==> src/rtl/zed_button_event_pkg.sv <==
// zed_button_event_pkg: shared channel state type and default sizing
package zed_button_event_pkg;
  localparam int DEFAULT_BUTTON_COUNT = 5;
  localparam int DEFAULT_COUNTER_WIDTH = 24;
  typedef enum logic [1:0] {IDLE, PRESSED, LONG} button_state_t;
endpackage

==> src/rtl/zed_button_event_channel.sv <==
// zed_button_event_channel: one button's edge detect, hold FSM, hold counter and event pulses
module zed_button_event_channel
  import zed_button_event_pkg::*;
#(
  parameter int COUNTER_WIDTH = DEFAULT_COUNTER_WIDTH
) (
  input  logic                     clk,
  input  logic                     rst,
  input  logic                     button,
  input  logic [COUNTER_WIDTH-1:0] long_press_count,
  input  logic [COUNTER_WIDTH-1:0] repeat_count,
  output logic                     press_pulse,
  output logic                     release_pulse,
  output logic                     long_pulse,
  output logic                     repeat_pulse,
  output logic                     held
);
  localparam logic [COUNTER_WIDTH-1:0] ONE = COUNTER_WIDTH'(1);
  button_state_t state, state_d;
  logic [COUNTER_WIDTH-1:0] count, count_d, count_sat;
  logic prev, press_d, release_d, long_d, repeat_d;
  // Next state, counter and pulses; release on a 0 sample beats any threshold hit
  always_comb begin
    state_d = state;
    count_d = count;
    press_d = 1'b0;
    release_d = 1'b0;
    long_d = 1'b0;
    repeat_d = 1'b0;
    count_sat = &count ? count : count + ONE;
    if (state == IDLE) begin
      if (button && !prev) begin
        press_d = 1'b1;
        state_d = PRESSED;
        count_d = ONE;
      end
    end else if (!button) begin
      release_d = 1'b1;
      state_d = IDLE;
      count_d = '0;
    end else if (state == PRESSED && long_press_count != '0 && count >= long_press_count) begin
      long_d = 1'b1;
      state_d = LONG;
      count_d = ONE;
    end else if (state == LONG && repeat_count != '0 && count >= repeat_count) begin
      repeat_d = 1'b1;
      count_d = ONE;
    end else begin
      count_d = count_sat;
    end
  end
  // State, counter, previous sample and registered outputs
  always_ff @(posedge clk or posedge rst) begin
    if (rst) begin
      state <= IDLE;
      count <= '0;
      prev <= 1'b0;
      press_pulse <= 1'b0;
      release_pulse <= 1'b0;
      long_pulse <= 1'b0;
      repeat_pulse <= 1'b0;
      held <= 1'b0;
    end else begin
      state <= state_d;
      count <= count_d;
      prev <= button;
      press_pulse <= press_d;
      release_pulse <= release_d;
      long_pulse <= long_d;
      repeat_pulse <= repeat_d;
      held <= state_d != IDLE;
    end
  end
endmodule

==> src/rtl/zed_button_event.sv <==
// zed_button_event: per-button press/release/long-press/repeat pulse generator with held flags
module zed_button_event
  import zed_button_event_pkg::*;
#(
  parameter int BUTTON_COUNT = DEFAULT_BUTTON_COUNT,
  parameter int COUNTER_WIDTH = DEFAULT_COUNTER_WIDTH
) (
  input  logic                     i_clock,
  input  logic                     i_reset,
  input  logic [BUTTON_COUNT-1:0]  i_buttons,
  input  logic [COUNTER_WIDTH-1:0] i_long_press_count,
  input  logic [COUNTER_WIDTH-1:0] i_repeat_count,
  output logic [BUTTON_COUNT-1:0]  o_press,
  output logic [BUTTON_COUNT-1:0]  o_release,
  output logic [BUTTON_COUNT-1:0]  o_long_press,
  output logic [BUTTON_COUNT-1:0]  o_repeat,
  output logic [BUTTON_COUNT-1:0]  o_held
);
  for (genvar i = 0; i < BUTTON_COUNT; i++) begin : g_channel
    zed_button_event_channel #(.COUNTER_WIDTH(COUNTER_WIDTH)) u_channel (
      .clk             (i_clock),
      .rst             (i_reset),
      .button          (i_buttons[i]),
      .long_press_count(i_long_press_count),
      .repeat_count    (i_repeat_count),
      .press_pulse     (o_press[i]),
      .release_pulse   (o_release[i]),
      .long_pulse      (o_long_press[i]),
      .repeat_pulse    (o_repeat[i]),
      .held            (o_held[i])
    );
  end
endmodule

==> config.mk <==
export PLATFORM = sky130hd
export DESIGN_NAME = zed_button_event
export DESIGN_NICKNAME = d
export VERILOG_FILES = /design/src/rtl/zed_button_event_pkg.sv /design/src/rtl/zed_button_event_channel.sv /design/src/rtl/zed_button_event.sv
export SDC_FILE = /design/constraint.sdc
export NUM_CORES = 1
export LEC_CHECK = 0
export CORE_MARGIN = 8
export CORE_UTILIZATION = 60
export DETAILED_ROUTE_END_ITERATION = 6
export HOLD_SLACK_MARGIN = 0.08
export PLACE_DENSITY = 0.78
export SYNTH_ARGS = -nofsm -noshare
export SYNTH_HDL_FRONTEND = slang
export SYNTH_SLANG_ARGS = --single-unit
==> constraint.sdc <==
create_clock -name i_clock -period 6.8 [get_ports i_clock]
set_clock_uncertainty 0.2 [all_clocks]
set_input_delay 1.36 -clock i_clock [delete_from_list [all_inputs] [get_ports i_clock]]
set_output_delay 1.36 -clock i_clock [all_outputs]
set_load 0.005 [all_outputs]
==> results of run 1 <==
==> per-stage QoR <==
step | total power, mW | worst slack (ns)
after CTS | 2.380 | 1.773
after floorplan | 1.266 | 0.9201
after global placement | 1.399 | 1.403
final | 2.373 | 1.475
after detailed placement | 1.414 | 1.330
after global routing | 2.466 | 1.525
==> worst max path at each step <==
stage,start,endpoint,slack (ns)
after floorplan,i_reset,g_channel[0].u_channel.count[0],0.92
after global placement,i_long_press_count[0],g_channel[0].u_channel.count[14],1.40
after detailed placement,i_long_press_count[0],g_channel[0].u_channel.count[12],1.33
after CTS,i_long_press_count[0],g_channel[3].u_channel.count[12],1.77
after global routing,i_long_press_count[0],g_channel[0].u_channel.count[20],1.52
final,i_long_press_count[0],g_channel[3].u_channel.count[12],1.47
==> area by class of cell <==
type                    count  area [um2]
clock inverters            12       125.1
inverters                  81       309.0
multi-input cells        1326        9134
clock buffers              20       446.7
fillers                  1861        7338
flip-flops and latches    160        4004
repair buffers             88       858.3
well taps                 285       356.6
==> power by group through the flow <==
stage,clock [mW],sequential (mW),combinational [mW]
final,0.968,1.01,0.395
after global routing,1.01,1.01,0.441
after CTS,0.981,1.01,0.391
after detailed placement,0,1.03,0.388
after global placement,0,1.02,0.375
after floorplan,0,1.01,0.252
==> sequential cells by signal, indices dropped and copies added (netlist names) <==
register,cells
g_channel.u_channel.count,120
g_channel.u_channel.long_pulse,5
g_channel.u_channel.state,10
g_channel.u_channel.release_pulse,5
g_channel.u_channel.repeat_pulse,5
g_channel.u_channel.held,5
g_channel.u_channel.press_pulse,5
g_channel.u_channel.prev,5
==> synthesized netlist by cell type, types with 4 or more instances <==
library cell / number / area [um2]
and2_1: 16 / 100.1
o22a_1: 13 / 113.9
o21ai_1: 11 / 55.05
a21o_1: 29 / 217.7
nor3_1: 41 / 205.2
a31oi_1: 43 / 269.0
a21boi_0: 4 / 30.03
nor2_1: 128 / 480.5
and3_1: 35 / 219.0
inv_1: 81 / 304.0
buf_2: 19 / 95.09
a211o_1: 7 / 61.31
ha_1: 245 / 3065
a22o_1: 6 / 52.55
nand2_1: 183 / 686.9
o21a_1: 11 / 82.58
nand4_1: 45 / 281.5
or2_2: 6 / 37.54
a21oi_1: 135 / 675.7
nor4_1: 27 / 168.9
dfrtp_1: 160 / 4004
nand3_1: 74 / 370.4
a211oi_1: 12 / 90.09
clkbuf_1: 14 / 52.55
o31ai_1: 8 / 60.06
a41oi_1: 10 / 87.58
nor2b_1: 8 / 50.05
or4_1: 5 / 37.54
o211ai_1: 9 / 67.56
nor3b_1: 20 / 150.1
o21ai_0: 91 / 455.4
or3_1: 10 / 62.56
o311ai_0: 5 / 43.79
a221o_1: 5 / 50.05
nand3_2: 4 / 40.04
and4_1: 14 / 122.6
a221oi_1: 7 / 61.31
buf_4: 26 / 195.2
==> cell families after synthesis <==
| logic type | share of synthesized area (%) |
|---|---|
| AO/OA/AOI/OAI | 19.83 |
| XOR/XNOR | 0.1906 |
| adder cells (fa/ha/maj) | 22.23 |
| buffers and inverters | 4.773 |
| flip-flops | 29.04 |
| multiplexers | 0.2178 |
| AND/OR/NAND/NOR | 23.73 |
==> worst max-delay path, stage by stage <==
cell             delay [ns]
clkdlybuf4s50_1        0.72
nor4_1                 0.62
nand2_1                0.11
nor2_1                 0.78
nor3b_1                0.11
o21ai_1                0.25
nor3b_4                0.87
buf_4                  0.34
a41oi_1                0.13
a31oi_1                0.18
==> routing by layer <==
metal	wire length, um	share of wire [%]	vias up	GRT usage (%)
met3	3166	7.6	134	4.867
met4	1969	4.7	0	15.41
met1	17360	41	6277	37.29
met5	0	0	-	0
met2	19430	46	567	48.71
li1	-	-	6208	-
==> results.yml, run 1 <==
outcome:
  outcome: "finished, violations left"
  failed_checks: "DRC"
worst_setup_path:
  cp_data_required_time_ns: 6.96
  end_kind: "register"
  cp_max_fo: 27
  arrival_ns: 5.48
  reg2reg_depth: 9
  crit_type: "input pin to register"
  timing.rr.start: "g_channel[0].u_channel.count[13]"
  ff2ff_setup_slack_ns: 2.91
  reg2reg_to: "g_channel[0].u_channel.count[20]"
  startpoint_type: "input pin"
final_layout:
  instances_no_fill: 1972
  fin_nets: 1974
  design_area_um2: 15230
  final_cell_mix: "245 x ha_1, 183 x nand2_1, 160 x dfrtp_1, 135 x a21oi_1, 128 x nor2_1"
  area.growth.synth_to_final_pct: 10.47
  final_common_cell: "ha_1"
  final_util_pct: 67.49
  drive_gt1_share_pct: 4.268
  diodes: 0
floorplanning:
  fp.dieH_um: 167.6
  io_pins: 80
  fp-row-count: 55
  core_um2: 22570
  die-width_um: 167.6
  start_util_pct: 61.09
  die_area_um2: 28090
synth:
  netlist_instances: 1627
  ys_seq_area_share_pct: 29.04
  syn_nets: 1927
  yosys_warnings: 0
  synthDistinctLibCells: 73
  syn_area_per_cell_um2: 8.475
  synth_edf_count: 0
  ys_ff_latch: 160
  synthFlopType: "dfrtp_1"
  ys_async_sr_fraction_pct: 100.0
  synth.cell_area_um2: 13790
power_and_ir_drop:
  ir_drop_mv: 0.1168
  sw_frac_of_total_pct: 30.82
  p_int_mw: 1.641
  seq_power_share_pct: 42.5
  pwr-share-comb_pct: 16.7
  leakage_nw: 7.411
  netSwitchingPower_mw: 0.7312
  power_density_nw_per_um2: 155.7
  pwr-share-clk_pct: 40.8
timing:
  clock.fmax_ghz: 0.1878
  tightestPinTransition_ns: 1.258
  rsz0062_at_grt: "false"
  report.final.slew_viol_count: 0
  relSlewSlack_pct: 15.58
  period_share_pct: 78.31
  setup_tns_ns: 0
  period_minus_slack_ns: 5.325
  final-hold-violation-count: 0
  setup_violations: 0
  hold_ws_ns: 0.2815
placed_design:
  place_hpwl_um: 31320
  gp_congestion: 0.9911
  dp_cells: 1940
  place.port_buffers: 79
  dpl_cell_area_um2: 14660
worst_hold_path:
  holdPathEnd: "g_channel[1].u_channel.held"
  min-delay-start: "g_channel[1].u_channel.prev"
  hold_depth: 1
  hp-class: "register to register"
cts:
  clk_path_buf_depth: 2
  cts.sinks: 160
  cts.clk_slew.worst_paths_ns: 0.07
  cts_root_buf: "clkbuf_16"
  cts_hold_buf: 0
  cts_resized: 0
  post_cts_buffers: 0
  numCtsBuffers: 17
  worstSkewPairLatency_ns: 0.45
  cts_max_level: 4
  cts_tree: "built"
global_route:
  grt_usage_pct: 29.72
  grt_pass1_vias: 12720
  grt_max_degree: 80
  grt_pass1_wl_um: 66530
  grt_overflow: 0
  antenna_found_initial: 0
routing:
  drt-total-wl_um: 41920
  drt_iter0_drc: 1229
  remaining_drc_errors: 1
  vias: 13190
  drtAntennaViolNets: 0
  wl_per_cell_um: 21.26
  viasPerCell: 6.687
  firstDrtPassIters: 7
flow_run:
  drv_cap: 0
(Power assumes the default switching activity.)
==> run 2, diff against run 1 <==
==> constraint.sdc (replaced) <==
create_clock -name i_clock -period 5.5 [get_ports i_clock]
set_clock_uncertainty 0.2 [all_clocks]
set_input_delay 1.1 -clock i_clock [delete_from_list [all_inputs] [get_ports i_clock]]
set_output_delay 1.1 -clock i_clock [all_outputs]
set_load 0.005 [all_outputs]
==> run 2 against run 1 <==
Effect of this change:
- the run still ends with DRC left
- clock power grew 20%
- sequential share of layout area is essentially flat
- sequential power grew 24%
- non-clock buffer count grew 1
- cell count is the same
- routed wire length grew 3.2%
- combinational power grew 25%
- critical path depth grew 1
- cell area is essentially flat
- first-iteration DRC count grew 28%
- critical endpoint is now g_channel[3].u_channel.count[2]
==> results.yml, run 2 (synthesized netlist as in run 1, its figures left out) <==
routing:
  remaining_drc_errors: 3
  drt-total-wl_um: 43270
  wl_per_cell_um: 21.94
  vias: 13170
  drt_iter0_drc: 1567
  viasPerCell: 6.676
  drtAntennaViolNets: 0
  firstDrtPassIters: 7
final_layout:
  reg.largest.list: "g_channel.u_channel.count: 120 flops, g_channel.u_channel.state: 10 flops"
  diodes: 0
  fin_nets: 1975
  fillers: 1848
  drive_gt1_share_pct: 4.327
  regMostFlops: "g_channel.u_channel.count"
  final_cell_mix: "245 x ha_1, 183 x nand2_1, 160 x dfrtp_1, 135 x a21oi_1, 128 x nor2_1"
  largest_reg_flops: 120
  final_common_cell: "ha_1"
  area.growth.synth_to_final_pct: 10.43
floorplanning:
  fp.dieH_um: 167.6
  die-width_um: 167.6
  die_area_um2: 28090
  start_util_pct: 61.09
  core_um2: 22570
  io_pins: 80
  fp-row-count: 55
timing:
  layout_setup_ws_ns: 0.8142
  setup_tns_ns: 0
  period_share_pct: 85.20
  setup_violations: 0
  final-hold-violation-count: 0
  relSlewSlack_pct: 15.68
  report.final.slew_viol_count: 0
  clock.fmax_ghz: 0.2134
  tightestPinTransition_ns: 1.261
  rsz0062_at_grt: "false"
  period_minus_slack_ns: 4.686
outcome:
  outcome: "finished, violations left"
  failed_checks: "DRC"
power_and_ir_drop:
  power_density_nw_per_um2: 190.6
  seq_power_share_pct: 43.0
  pwr-share-clk_pct: 40.0
  p_int_mw: 1.977
  sw_frac_of_total_pct: 31.85
  ir_drop_mv: 0.1638
  leakage_nw: 7.409
  netSwitchingPower_mw: 0.9243
  pwr-share-comb_pct: 17.0
cts:
  post_cts_buffers: 0
  cts.clk_slew.worst_paths_ns: 0.07
  cts_tree: "built"
  numCtsBuffers: 17
  worstSkewPairLatency_ns: 0.44
  cts_hold_buf: 0
  cts.sinks: 160
  cts_resized: 0
  cts_max_level: 4
  clk_path_buf_depth: 2
  cts_root_buf: "clkbuf_16"
placed_design:
  place_hpwl_um: 31560
  gp_congestion: 0.9470
  place_ws_ns: 0.4597
  place.port_buffers: 79
worst_hold_path:
  holdPathEnd: "g_channel[1].u_channel.held"
  hold_depth: 1
  min-delay-start: "g_channel[1].u_channel.prev"
  hp-class: "register to register"
worst_setup_path:
  cp_data_required_time_ns: 5.65
  reg2reg_depth: 11
  arrival_ns: 4.83
  end_kind: "register"
  timing.rr.start: "g_channel[3].u_channel.count[0]"
  ff2ff_setup_slack_ns: 1.67
  cp_max_fo: 22
  reg2reg_to: "g_channel[3].u_channel.count[2]"
  startpoint_type: "input pin"
  crit_type: "input pin to register"
flow_run:
  drv_cap: 0
global_route:
  grt_pass1_vias: 12230
  grt_usage_pct: 30.41
  grt_pass1_wl_um: 67650
  grt_max_degree: 161
  grt_overflow: 0
  antenna_found_initial: 0
==> run 2: worst max-delay path by stage <==
| stage | slack (ns) | from | end |
|---|---|---|---|
| final | 0.81 | i_long_press_count[0] | g_channel[3].u_channel.count[2] |
| after global routing | 0.56 | i_long_press_count[0] | g_channel[3].u_channel.count[2] |
| after CTS | 0.84 | i_long_press_count[0] | g_channel[3].u_channel.count[2] |
| after detailed placement | 0.46 | i_long_press_count[0] | g_channel[3].u_channel.count[2] |
| after global placement | 0.47 | i_long_press_count[0] | g_channel[3].u_channel.count[2] |
| after floorplan | 2.04 | i_repeat_count[13] | g_channel[4].u_channel.count[23] |
==> run 2: final cells by class <==
class	count	area [um2]	area share (%)
Multi-Input combinational cell	1326	9134	59.98
Sequential cell	160	4004	26.29
Timing Repair Buffer	89	878.3	5.768
Clock buffer	18	429.2	2.818
Tap cell	285	356.6	2.342
Inverter	81	307.8	2.021
Clock inverter	13	118.9	0.7805
==> run 2: through the flow <==
stage	util (%)	total power, mW	hold WS (ns)	cell area, um2	instances
6_report	67.47	2.902	0.2750	15230	1972
5_1_grt	67.47	3.017	0.3113	15230	1972
4_1_cts	67.47	2.903	0.2673	15230	1972
3_5_place_dp	65.04	1.751	0.2625	14680	1941
3_3_place_gp	65.04	1.734	0.2535	14680	1941
2_1_floorplan	-	1.565	0.2239	13790	1627
==> run 2: metal layers <==
layer	part of all wire [%]	routed length [um]	global-route usage, %
met1	41	17840	40.11
met2	46	20070	49.10
met3	8.5	3695	4.726
met4	3.9	1669	12.62
met5	0	0	0
==> run 2: worst max-delay path, stage by stage <==
cell and delay (ns):
clkdlybuf4s50_1 0.81, ha_1 0.33, nor3b_1 0.23, o21ai_0 0.13, a211oi_1 0.31, nor3_1 0.12, o21ai_1 0.35, nor3b_4 0.74
buf_4 0.36, o21ai_0 0.12, a22oi_1 0.22
==> run 2: power by group through the flow <==
stage | Clock, mW | Sequential, mW | Combinational [mW]
finish | 1.16 | 1.25 | 0.495
global route | 1.22 | 1.25 | 0.544
CTS | 1.17 | 1.25 | 0.488
detailed placement | 0 | 1.27 | 0.483
global placement | 0 | 1.27 | 0.466
floorplan | 0 | 1.25 | 0.312
==> run 3, diff against run 2 <==
--- a/config.mk
+++ b/config.mk
@@ -10,6 +10,7 @@
 export DETAILED_ROUTE_END_ITERATION = 6
 export HOLD_SLACK_MARGIN = 0.08
 export PLACE_DENSITY = 0.78
+export SLEW_MARGIN = 25
 export SYNTH_ARGS = -nofsm -noshare
 export SYNTH_HDL_FRONTEND = slang
 export SYNTH_SLANG_ARGS = --single-unit
==> run 3 against run 2 <==
Effect of this change:
- the flow now finishes without violations
- power up 0.56%
- core utilization increased by 0.12 points
- die area is the same
- routed wire length barely moved
- sequential cell count is the same
- register-to-register slack gained 0.05 ns
- worst setup slack improved by 0.027 ns
- critical endpoint unchanged
- largest cell class unchanged
==> results.yml, run 3 (synthesized netlist as in run 1, its figures left out) <==
routing:
  firstDrtPassIters: 6
  drt_iter0_drc: 1475
  remaining_drc_errors: 0
  drt-total-wl_um: 43230
  vias: 13250
  drtAntennaViolNets: 0
  wl_per_cell_um: 21.91
  viasPerCell: 6.716
power_and_ir_drop:
  power_density_nw_per_um2: 191.3
  seq_power_share_pct: 42.7
  leakage_nw: 7.420
  netSwitchingPower_mw: 0.9281
  pwr-share-comb_pct: 17.0
  pwr-share-clk_pct: 40.3
  ir_drop_mv: 0.1750
  p_int_mw: 1.990
  power.total_mw: 2.918
  sw_frac_of_total_pct: 31.81
cts:
  post_cts_buffers: 0
  cts.sinks: 160
  cts_hold_buf: 0
  cts_max_level: 4
  clk_path_buf_depth: 2
  worstSkewPairLatency_ns: 0.44
  cts_root_buf: "clkbuf_16"
  cts.clk_slew.worst_paths_ns: 0.07
  cts_tree: "built"
  cts_resized: 0
  numCtsBuffers: 17
floorplanning:
  start_util_pct: 61.09
  die-width_um: 167.6
  core_um2: 22570
  io_pins: 80
  fp.dieH_um: 167.6
  fp-row-count: 55
  die_area_um2: 28090
final_layout:
  final_cell_mix: "245 x ha_1, 183 x nand2_1, 160 x dfrtp_1, 135 x a21oi_1, 128 x nor2_1"
  reg.largest.list: "g_channel.u_channel.count: 120 flops, g_channel.u_channel.state: 10 flops"
  instances_no_fill: 1973
  design_area_um2: 15260
  diodes: 0
  fillers: 1875
  area.growth.synth_to_final_pct: 10.63
  final_common_cell: "ha_1"
  drive_gt1_share_pct: 4.502
  fin_nets: 1976
  regMostFlops: "g_channel.u_channel.count"
  largest_reg_flops: 120
worst_setup_path:
  cp_data_required_time_ns: 5.65
  startpoint_type: "input pin"
  startpoint: "i_long_press_count[0]"
  ff2ff_setup_slack_ns: 1.72
  reg2reg_to: "g_channel[3].u_channel.count[2]"
  cp_max_fo: 22
  crit_type: "input pin to register"
  end_kind: "register"
  arrival_ns: 4.81
  reg2reg_depth: 10
  timing.rr.start: "g_channel[3].u_channel.count[11]"
  endpoint: "g_channel[3].u_channel.count[2]"
worst_hold_path:
  hp-class: "register to register"
placed_design:
  dp_cells: 1942
  place.port_buffers: 79
  gp_congestion: 0.9470
  place_hpwl_um: 31600
  place_ws_ns: 0.4854
  dpl_cell_area_um2: 14700
timing:
  clock.fmax_ghz: 0.2146
  relSlewSlack_pct: 26.70
  setup_tns_ns: 0
  period_minus_slack_ns: 4.659
  period_share_pct: 84.71
  tightestPinTransition_ns: 1.099
  rsz0062_at_grt: "false"
  report.final.slew_viol_count: 0
  setup_violations: 0
  layout_setup_ws_ns: 0.8409
  final-hold-violation-count: 0
global_route:
  grt_overflow: 0
  grt_max_degree: 161
  grt_usage_pct: 30.47
  antenna_found_initial: 0
  grt_pass1_vias: 12320
  grt_pass1_wl_um: 67900
outcome:
  outcome: "completed"
flow_run:
  drv_cap: 0
-- run 3: worst min path at each step --
| stage | end | cells past startpoint | from | slack [ns] |
|---|---|---|---|---|
| 5_1_grt | g_channel[0].u_channel.held | 1 | g_channel[0].u_channel.prev | 0.31 |
| 3_5_place_dp | g_channel[1].u_channel.held | 1 | g_channel[1].u_channel.prev | 0.26 |
| 4_1_cts | g_channel[1].u_channel.held | 1 | g_channel[1].u_channel.prev | 0.27 |
| 6_report | g_channel[1].u_channel.held | 1 | g_channel[1].u_channel.prev | 0.27 |
| 2_1_floorplan | g_channel[1].u_channel.held | 1 | g_channel[1].u_channel.prev | 0.22 |
| 3_3_place_gp | g_channel[1].u_channel.held | 1 | g_channel[1].u_channel.prev | 0.25 |
-- run 3: area by class of cell --
cell class	count	area [um2]	area share, %
Clock buffer	18	439.2	2.879
Clock inverter	13	117.6	0.7709
Inverter	81	307.8	2.018
Multi-Input combinational cell	1326	9138	59.89
Sequential cell	160	4004	26.24
Tap cell	285	356.6	2.337
Timing Repair Buffer	90	893.4	5.856
-- run 3: routing by layer --
metal,up-vias,share of wire (%),global-route usage [%]
met4,0,3.7,12.03
met3,101,8.6,4.938
met2,646,46,49.55
met1,6309,42,40.00
met5,-,0,0
li1,6194,-,-
-- run 3: power groups by stage --
stage | clock (mW) | sequential, mW | combinational [mW]
final | 1.18 | 1.25 | 0.496
after global routing | 1.23 | 1.25 | 0.549
after CTS | 1.18 | 1.25 | 0.488
after detailed placement | 0 | 1.27 | 0.485
after global placement | 0 | 1.27 | 0.466
after floorplan | 0 | 1.25 | 0.312
-- run 3: worst max-delay path: stages --
cell and delay (ns):
clkdlybuf4s50_1 0.83, ha_1 0.34, nor3b_1 0.21, o21ai_0 0.12, a211oi_1 0.29, nor3_1 0.13, o21ai_1 0.35, nor3b_4 0.75
buf_4 0.36, o21ai_0 0.13, a22oi_1 0.20
-- run 3: through the flow --
stage	hold WS, ns	utilization, %
2_1_floorplan	0.2239	-
3_3_place_gp	0.2535	65.04
3_5_place_dp	0.2601	65.12
4_1_cts	0.2667	67.59
5_1_grt	0.3115	67.59
6_report	0.2694	67.59
